**config.mk**
```make
export PLATFORM = sky130hd
export DESIGN_NAME = iter_shifter
export DESIGN_NICKNAME = d
export VERILOG_FILES = /design/src/rtl/shift_pkg.sv /design/src/rtl/shift_step.sv /design/src/rtl/iter_shifter.sv
export SDC_FILE = /design/constraint.sdc
export NUM_CORES = 1
export LEC_CHECK = 0
export ABC_AREA = 1
export ABC_CLOCK_PERIOD_IN_PS = 2700
export BUFFER_PORTS_ARGS = -buffer_cell sky130_fd_sc_hd__buf_4
export CAP_MARGIN = 20
export CORE_UTILIZATION = 58
export DETAILED_ROUTE_END_ITERATION = 8
export PLACE_DENSITY = 0.95
export REMOVE_ABC_BUFFERS = 1
export SYNTH_ARGS = -nofsm -noshare
export SYNTH_HDL_FRONTEND = slang
export SYNTH_SLANG_ARGS = --single-unit
export TNS_END_PERCENT = 30
```
**constraint.sdc**
```tcl
create_clock -name clock -period 2.7 [get_ports clock]
set_input_delay 0.81 -clock clock [delete_from_list [all_inputs] [get_ports clock]]
set_output_delay 0.81 -clock clock [all_outputs]
set_load 0.1 [all_outputs]
```
**src/rtl/shift_pkg.sv**
```systemverilog
// Shared types and constants for the iterative shifter.
// Optional feature macro: ITER_SHIFTER_STEP4_EN (greedy 4/2/1 step sizes).
package shift_pkg;

  localparam int unsigned DATA_W  = 32;
  localparam int unsigned SHAMT_W = 5;
  localparam int unsigned STEP_W  = 3;

  localparam logic OP_SLL = 1'b0;
  localparam logic OP_SRA = 1'b1;

  typedef enum logic [1:0] {
    IDLE  = 2'd0,
    SHIFT = 2'd1,
    DONE  = 2'd2
  } state_e;

  // Largest permitted step that does not overshoot the remaining count.
  function automatic logic [STEP_W-1:0] step_size(input logic [SHAMT_W-1:0] rem);
    logic [STEP_W-1:0] s;
`ifdef ITER_SHIFTER_STEP4_EN
    if (rem >= SHAMT_W'(4)) begin
      s = STEP_W'(4);
    end else if (rem >= SHAMT_W'(2)) begin
      s = STEP_W'(2);
    end else begin
      s = STEP_W'(1);
    end
`else
    if (rem >= SHAMT_W'(2)) begin
      s = STEP_W'(2);
    end else begin
      s = STEP_W'(1);
    end
`endif
    return s;
  endfunction

endpackage

```
**src/rtl/shift_step.sv**
```systemverilog
// One combinational shift step: SLL zero-fills LSBs, SRA replicates bit 31.
module shift_step
  import shift_pkg::*;
(
  input  logic [DATA_W-1:0] value,
  input  logic              op,
  input  logic [STEP_W-1:0] step,
  output logic [DATA_W-1:0] shifted
);

  // Shift the value by the requested step in the latched direction.
  always_comb begin
    if (op == OP_SRA) begin
      shifted = $signed(value) >>> step;
    end else begin
      shifted = value << step;
    end
  end

endmodule

```
**src/rtl/iter_shifter.sv**
```systemverilog
// Iterative 32-bit shifter (SLL / SRA), one step per clock in SHIFT.
// Optional feature macro: ITER_SHIFTER_STEP4_EN (adds 4-bit steps).
module iter_shifter
  import shift_pkg::*;
(
  input  logic               clock,
  input  logic               reset,
  input  logic               start,
  input  logic               op,
  input  logic [DATA_W-1:0]  operand,
  input  logic [SHAMT_W-1:0] shamt,
  output logic [DATA_W-1:0]  result,
  output logic               ready,
  output logic               busy
);

  state_e              state_q;
  logic [DATA_W-1:0]   work_q;
  logic [SHAMT_W-1:0]  rem_q;
  logic                op_q;
  logic                ready_q;
  logic                busy_q;

  logic [STEP_W-1:0]   step_d;
  logic [DATA_W-1:0]   work_d;

  // Step size for the current remaining count.
  always_comb begin
    step_d = step_size(rem_q);
  end

  shift_step u_step (
    .value   (work_q),
    .op      (op_q),
    .step    (step_d),
    .shifted (work_d)
  );

  // Control FSM; ready/busy are registered alongside the state so they
  // track (state == DONE) / (state == SHIFT) exactly.
  always_ff @(posedge clock or negedge reset) begin
    if (!reset) begin
      state_q <= IDLE;
      work_q  <= '0;
      rem_q   <= '0;
      op_q    <= OP_SLL;
      ready_q <= 1'b0;
      busy_q  <= 1'b0;
    end else begin
      case (state_q)
        IDLE, DONE: begin
          if (start) begin
            work_q <= operand;
            rem_q  <= shamt;
            op_q   <= op;
            if (shamt != '0) begin
              state_q <= SHIFT;
              ready_q <= 1'b0;
              busy_q  <= 1'b1;
            end else begin
              state_q <= DONE;
              ready_q <= 1'b1;
              busy_q  <= 1'b0;
            end
          end else begin
            state_q <= IDLE;
            ready_q <= 1'b0;
            busy_q  <= 1'b0;
          end
        end
        SHIFT: begin
          work_q <= work_d;
          rem_q  <= rem_q - SHAMT_W'(step_d);
          if (rem_q == SHAMT_W'(step_d)) begin
            state_q <= DONE;
            ready_q <= 1'b1;
            busy_q  <= 1'b0;
          end
        end
        default: begin
          state_q <= IDLE;
          ready_q <= 1'b0;
          busy_q  <= 1'b0;
        end
      endcase
    end
  end

  assign result = work_q;
  assign ready  = ready_q;
  assign busy   = busy_q;

endmodule

```
=== After elaboration in Yosys (flattened, before gate mapping) ===
Index checks and enable logic that the tools add are counted.

* Input bits: 41
* Bits in read-only memories: 0
* Bits in latches: 0
* Logic and storage cells: 39
* Output and inout port bits: 34
* Memories: 0
* RAM bits: 0
* Flip-flop bits (word level): 42

* $lt $le $gt $ge: 1
* Add/sub/neg operators: 1
* Divide/modulo/power cells: 0
* Equality and inequality tests: 5
* Multipliers: 0
* Shifts and indexed selects: 2
* Reductions and logical operators: 6
* Bitwise logic cells: 0
* Multiplexer cells: 18

{| class="wikitable"
|+ Operator list
! kind !! count
|-
| two-way mux 32 bit || 2
|-
| one-hot mux 32 bit (2 select lines) || 1
|-
| left shift 32 x 2 -> 32 bit || 1
|-
| >>> shifter 32 x 2 -> 32 bit || 1
|-
| one-hot mux 5 bit (2 select lines) || 1
|-
| two-way mux 2 bit || 4
|-
| two-way mux 1 bit || 6
|-
| == test 5 x 2 -> 1 bit || 1
|-
| >= comparator 5 x 2 -> 1 bit (second input constant) || 1
|-
| two-way mux 5 bit || 1
|-
| nonzero test 5 bit || 1
|-
| subtractor 5 x 2 -> 5 bit || 1
|-
| != test 2 bit (second input constant) || 2
|-
| one-hot mux 1 bit (2 select lines) || 2
|-
| one-hot mux 2 bit (2 select lines) || 1
|-
| AND reduction 2 bit || 2
|-
| == test 2 x 1 -> 1 bit (second input constant) || 1
|-
| == test 2 bit (second input constant) || 1
|-
| logical NOT 2 bit || 1
|-
| nonzero test 2 bit || 1
|-
| OR reduction 2 bit || 1
|}

=== Longest topological paths before layout ===
* Word-level depth: 5
* Gate-level depth with buffers: 12
* Depth with buffers taken out: 11

=== Hierarchy ===
Synthesis repeated with hierarchy kept, for this count alone.

* Cells, all modules: 746
* Area total of the unflattened synthesis: 4471.8 um^2

{| class="wikitable"
|+ By module, submodules not included
! module !! area each (um^2) !! sequential area each (um^2) !! instances !! cells an instance
|-
| shift_step || 2413.6 || 0.0 || 1 || 500
|-
| iter_shifter || 2058.2 || 1026.0 || 1 || 246
|}

=== Worst setup path before layout ===
No wires, ideal clock.

* Path kind: register -> register
* Start: reg state_q[1]
* End: reg work_q[10] (netlist: result[10])
* Cell stages (with the launch flop): 12
* Data arrival time: 1.781 ns
* Path buffers: 2
* Required time: 2.587 ns
* Slack: 0.806 ns
* Cells stage by stage: dfrtp_1 -> inv_1 -> nand2_2 -> inv_2 -> nand2_2 -> inv_2 -> buf_6 -> buf_6 -> nand2_1 -> nand3_1 -> nand2_1 -> inv_1

* Word-level cells in the longest chain between the ends: 4

{| class="wikitable"
|+ Ends and longest elaborated chain
! element !! RTL line !! text
|-
| from (decl) || iter_shifter.sv:17 || <nowiki>state_e state_q;</nowiki>
|-
| from (signal assigned) || iter_shifter.sv:43 || <nowiki>state_q <= IDLE;</nowiki>
|-
| from (signal assigned) || iter_shifter.sv:57 || <nowiki>state_q <= SHIFT;</nowiki>
|-
| from (signal assigned) || iter_shifter.sv:61 || <nowiki>state_q <= DONE;</nowiki>
|-
| == test 2 bit / logical NOT 2 bit (equally long branches) || iter_shifter.sv:50 || <nowiki>case (state_q)</nowiki>
|-
| OR reduction 2 bit || iter_shifter.sv:50 ||
|-
| != test 2 bit (no source line) / nonzero test 2 bit (equally long branches) || -- ||
|-
| AND reduction 2 bit (no source line) || -- ||
|-
| to (signal assigned) || iter_shifter.sv:53 || <nowiki>work_q <= operand;</nowiki>
|-
| to (signal assigned) || iter_shifter.sv:72 || <nowiki>work_q <= work_d;</nowiki>
|-
| to (decl) || iter_shifter.sv:18 || <nowiki>logic [DATA_W-1:0] work_q;</nowiki>
|}

Several ways; a longest one is shown, not always the timed one.
A chain may end at the register's enable or synchronous reset.

=== Worst setup path after layout ===
* Start: reg rem_q[3]
* End: reg rem_q[4]

* Word-level cells in the longest chain between the ends: 4

{| class="wikitable"
|+ Ends and longest elaborated chain
! element !! RTL line !! text
|-
| from (decl) || iter_shifter.sv:19 || <nowiki>logic [SHAMT_W-1:0] rem_q;</nowiki>
|-
| from (signal assigned) || iter_shifter.sv:54 || <nowiki>rem_q <= shamt;</nowiki>
|-
| from (signal assigned) || iter_shifter.sv:73 || <nowiki>rem_q <= rem_q - SHAMT_W'(step_d);</nowiki>
|-
| >= comparator 5 x 2 -> 1 bit || shift_pkg.sv:30 || <nowiki>if (rem >= SHAMT_W'(2)) begin</nowiki>
|-
| two-way mux 2 bit || shift_pkg.sv:30 ||
|-
| subtractor 5 x 2 -> 5 bit * || iter_shifter.sv:73 ||
|-
| one-hot mux 5 bit (2 select lines) * || iter_shifter.sv:50 ||
|}

Mark *: on every way between the ends. The rest lies on a longest branch, timed or not.

==> results.cfg <==
[status]
outcome = finished clean

[synthesis]
synth_xor_xnor_area_share_pct = 0.3000
synth.largest_area_cell = dfrtp_1
synthCells = 457
synthMuxAreaShare_pct = 0
synthDistinctLibCells = 25
ys_warn_count = 0
synthesized_area_um2 = 2919
yosysSeqAreaShare_pct = 34.29
synth_area_per_cell_um2 = 6.387
dominant_combinational_cell_family_by_area_after_synthesis = simple AND/OR/NAND/NOR gates
synth_async_sr_flop_share_pct = 100.0
synth-edff-count = 0
synth_area_leaders = dfrtp_1 (34%), nand2_1 (20%), inv_1 (8.5%)
ys_ff_latch = 40
synth_adder_area_share_pct = 0.8573
synth_compound_area_share_pct = 18.56
top_ff_cell_synth = dfrtp_1
synth_most_common_cell = nand2_1
synthSimpleGateAreaFrac_pct = 30.35
synth_largest_type_area_fraction_pct = 34.29
yosys-top-cells-count = nand2_1 (158), inv_1 (66), o21ai_0 (48)

[critical_path]
critPathRequiredTime_ns = 2.87
timing.critical_path.from_type = flop
end_kind = flop
rr_worst_depth = 9
crit_path_max_fanout = 90
timing_worst_setup_path_type = reg2reg
worstPathArrival_ns = 2.13

[die]
die_height_um = 72.94
rows = 25
die_area_um2 = 5320
floorplan.initialDensity_pct = 60.99
boundaryPins = 75
die_x_um = 72.94
core_region_area_um2 = 4786

[routing]
drtAntennaViolNets = 0
remaining_drc_errors = 0
drtPass1Iterations = 5
routed-via-count = 3208
drt-wirelength-per-cell_um = 12.84
via_per_inst = 5.493
detailedRoute.firstIterationViolations = 449
totalWireLength_um = 7500

[final_layout]
insertedDiodeCount = 0
syn2layout_area_growth_pct = 19.59
final.fill_count = 385
num-nets-final = 560
fin_cells = 584
drive_gt1_share_pct = 19.15

[placement]
io_buffers = 74
gp_routability_congestion = 0.8755
place_hpwl_um = 5039
dp_cells = 577

[sta]
tightest_slew_ns = 0.5469
grt_setup_unrepaired = no
timing.final.hold_violations = 0
max_slew_margin_pct = 63.48
slew_violations = 0
skew_ns = 0.008008
share_of_the_clock_period_used_by_the_worst_path_after_layout_pct = 72.59
setup_viol = 0
timing.hold.ws_ns = 0.4762
fmaxAchievable_mhz = 510.2
min_period_ns = 1.960

[clock_tree]
cts.htree.levels = 2
cts_resized = 0
postCtsHoldBufs = 0
tritoncts_num_sinks = 40
postCtsSetupRepairBufs = 0
clk_transition_reported_paths_ns = 0.08
tritoncts = done
clock_buffer_count_from_cts = 5
cts_max_path_buffers = 2
clock_latency_ns = 0.30
cts_root_buffer = clkbuf_8

[global_route]
pin_count_of_the_biggest_net_entering_global_routing = 91
global_route.peak_usage_layer = met2
global_route.usage.total_pct = 29.89
antenna_found_initial = 0
globalRouteMet1Util_pct = 38.37
grt-ovfl-total = 0
groute.layer.met2.usage_pct = 49.43
vias_in_the_first_global_route = 2924
grt_first_pass_wirelength_um = 12420
use_met3_pct = 5.663

[run]
cap_violations = 0

[hold_path]
hold_path_class = in2async
[registers in the layout, indices dropped and copies added, names as in the netlist, named ones only]
register and cells:
result 29, rem_q 5, busy 1, op_q 1, state_q 1
[critical path, cell delays in order (launching register included)]
cell and delay (ns):
dfrtp_1 0.46, nor2_4 0.09, nand2_4 0.08, buf_12 0.30
nand2_1 0.14, ha_1 0.26, o21ai_0 0.21, nand2_1 0.07
o21ai_0 0.13, o21ai_0 0.09
[through the flow]
stage / setup WS, ns / setup TNS, ns / area, um2 / util [%]
CTS: 0.7896 / 0 / 3491 / 72.94
global placement: 0.7584 / 0 / 3413 / 71.32
global route: 0.6439 / 0 / 3491 / 72.94
floorplan: -0.1697 / -3.977 / 2729 / -
finish: 0.7401 / 0 / 3491 / 72.94
detailed placement: 0.7295 / 0 / 3413 / 71.32
[cell type report]
class	instances	area, um2	area share, %
Clock buffer	6	72.57	2.079
Clock inverter	1	5.005	0.1434
Inverter	71	266.5	7.634
Multi-Input combinational cell	321	1464	41.94
Sequential cell	40	1001	28.67
Tap cell	67	83.83	2.401
Timing Repair Buffer	78	598.1	17.13
[layer usage]
metal	vias up	routed length, um
met2	158	3620
met5	-	0
met4	0	125
li1	1574	-
met1	1460	3220
met3	16	534
[kinds of logic after synthesis]
logic type               count (synthesis)
AO/OA/AOI/OAI                          104
XOR/XNOR                                 1
adder cells (fa/ha/maj)                  2
buffers and inverters                   96
flip-flops                              40
AND/OR/NAND/NOR                        214
[cell usage in the layout (no fill, tap or decap), drive strengths merged, types with 3 or more instances in the layout]
cell type  instances
nand3             38
o21ai             95
clkbuf             6
nand2            163
inv               71
buf               78
a21oi              3
nor2               9
dfrtp             40
[final timing paths]
kind	slack [ns]	endpoint	startpoint
max	0.74	rem_q[4]	rem_q[3]
min	0.48	result[18]	reset
max reg2reg	0.74	rem_q[4]	rem_q[3]
min reg2reg	0.57	result[3]	result[3]
max in group asynchronous	1.85	result[28]	reset
min in group clock	0.57	result[3]	result[3]
Power is not shown: default switching activity piles up to over one toggle a cycle in this logic, so the estimate is an artifact.
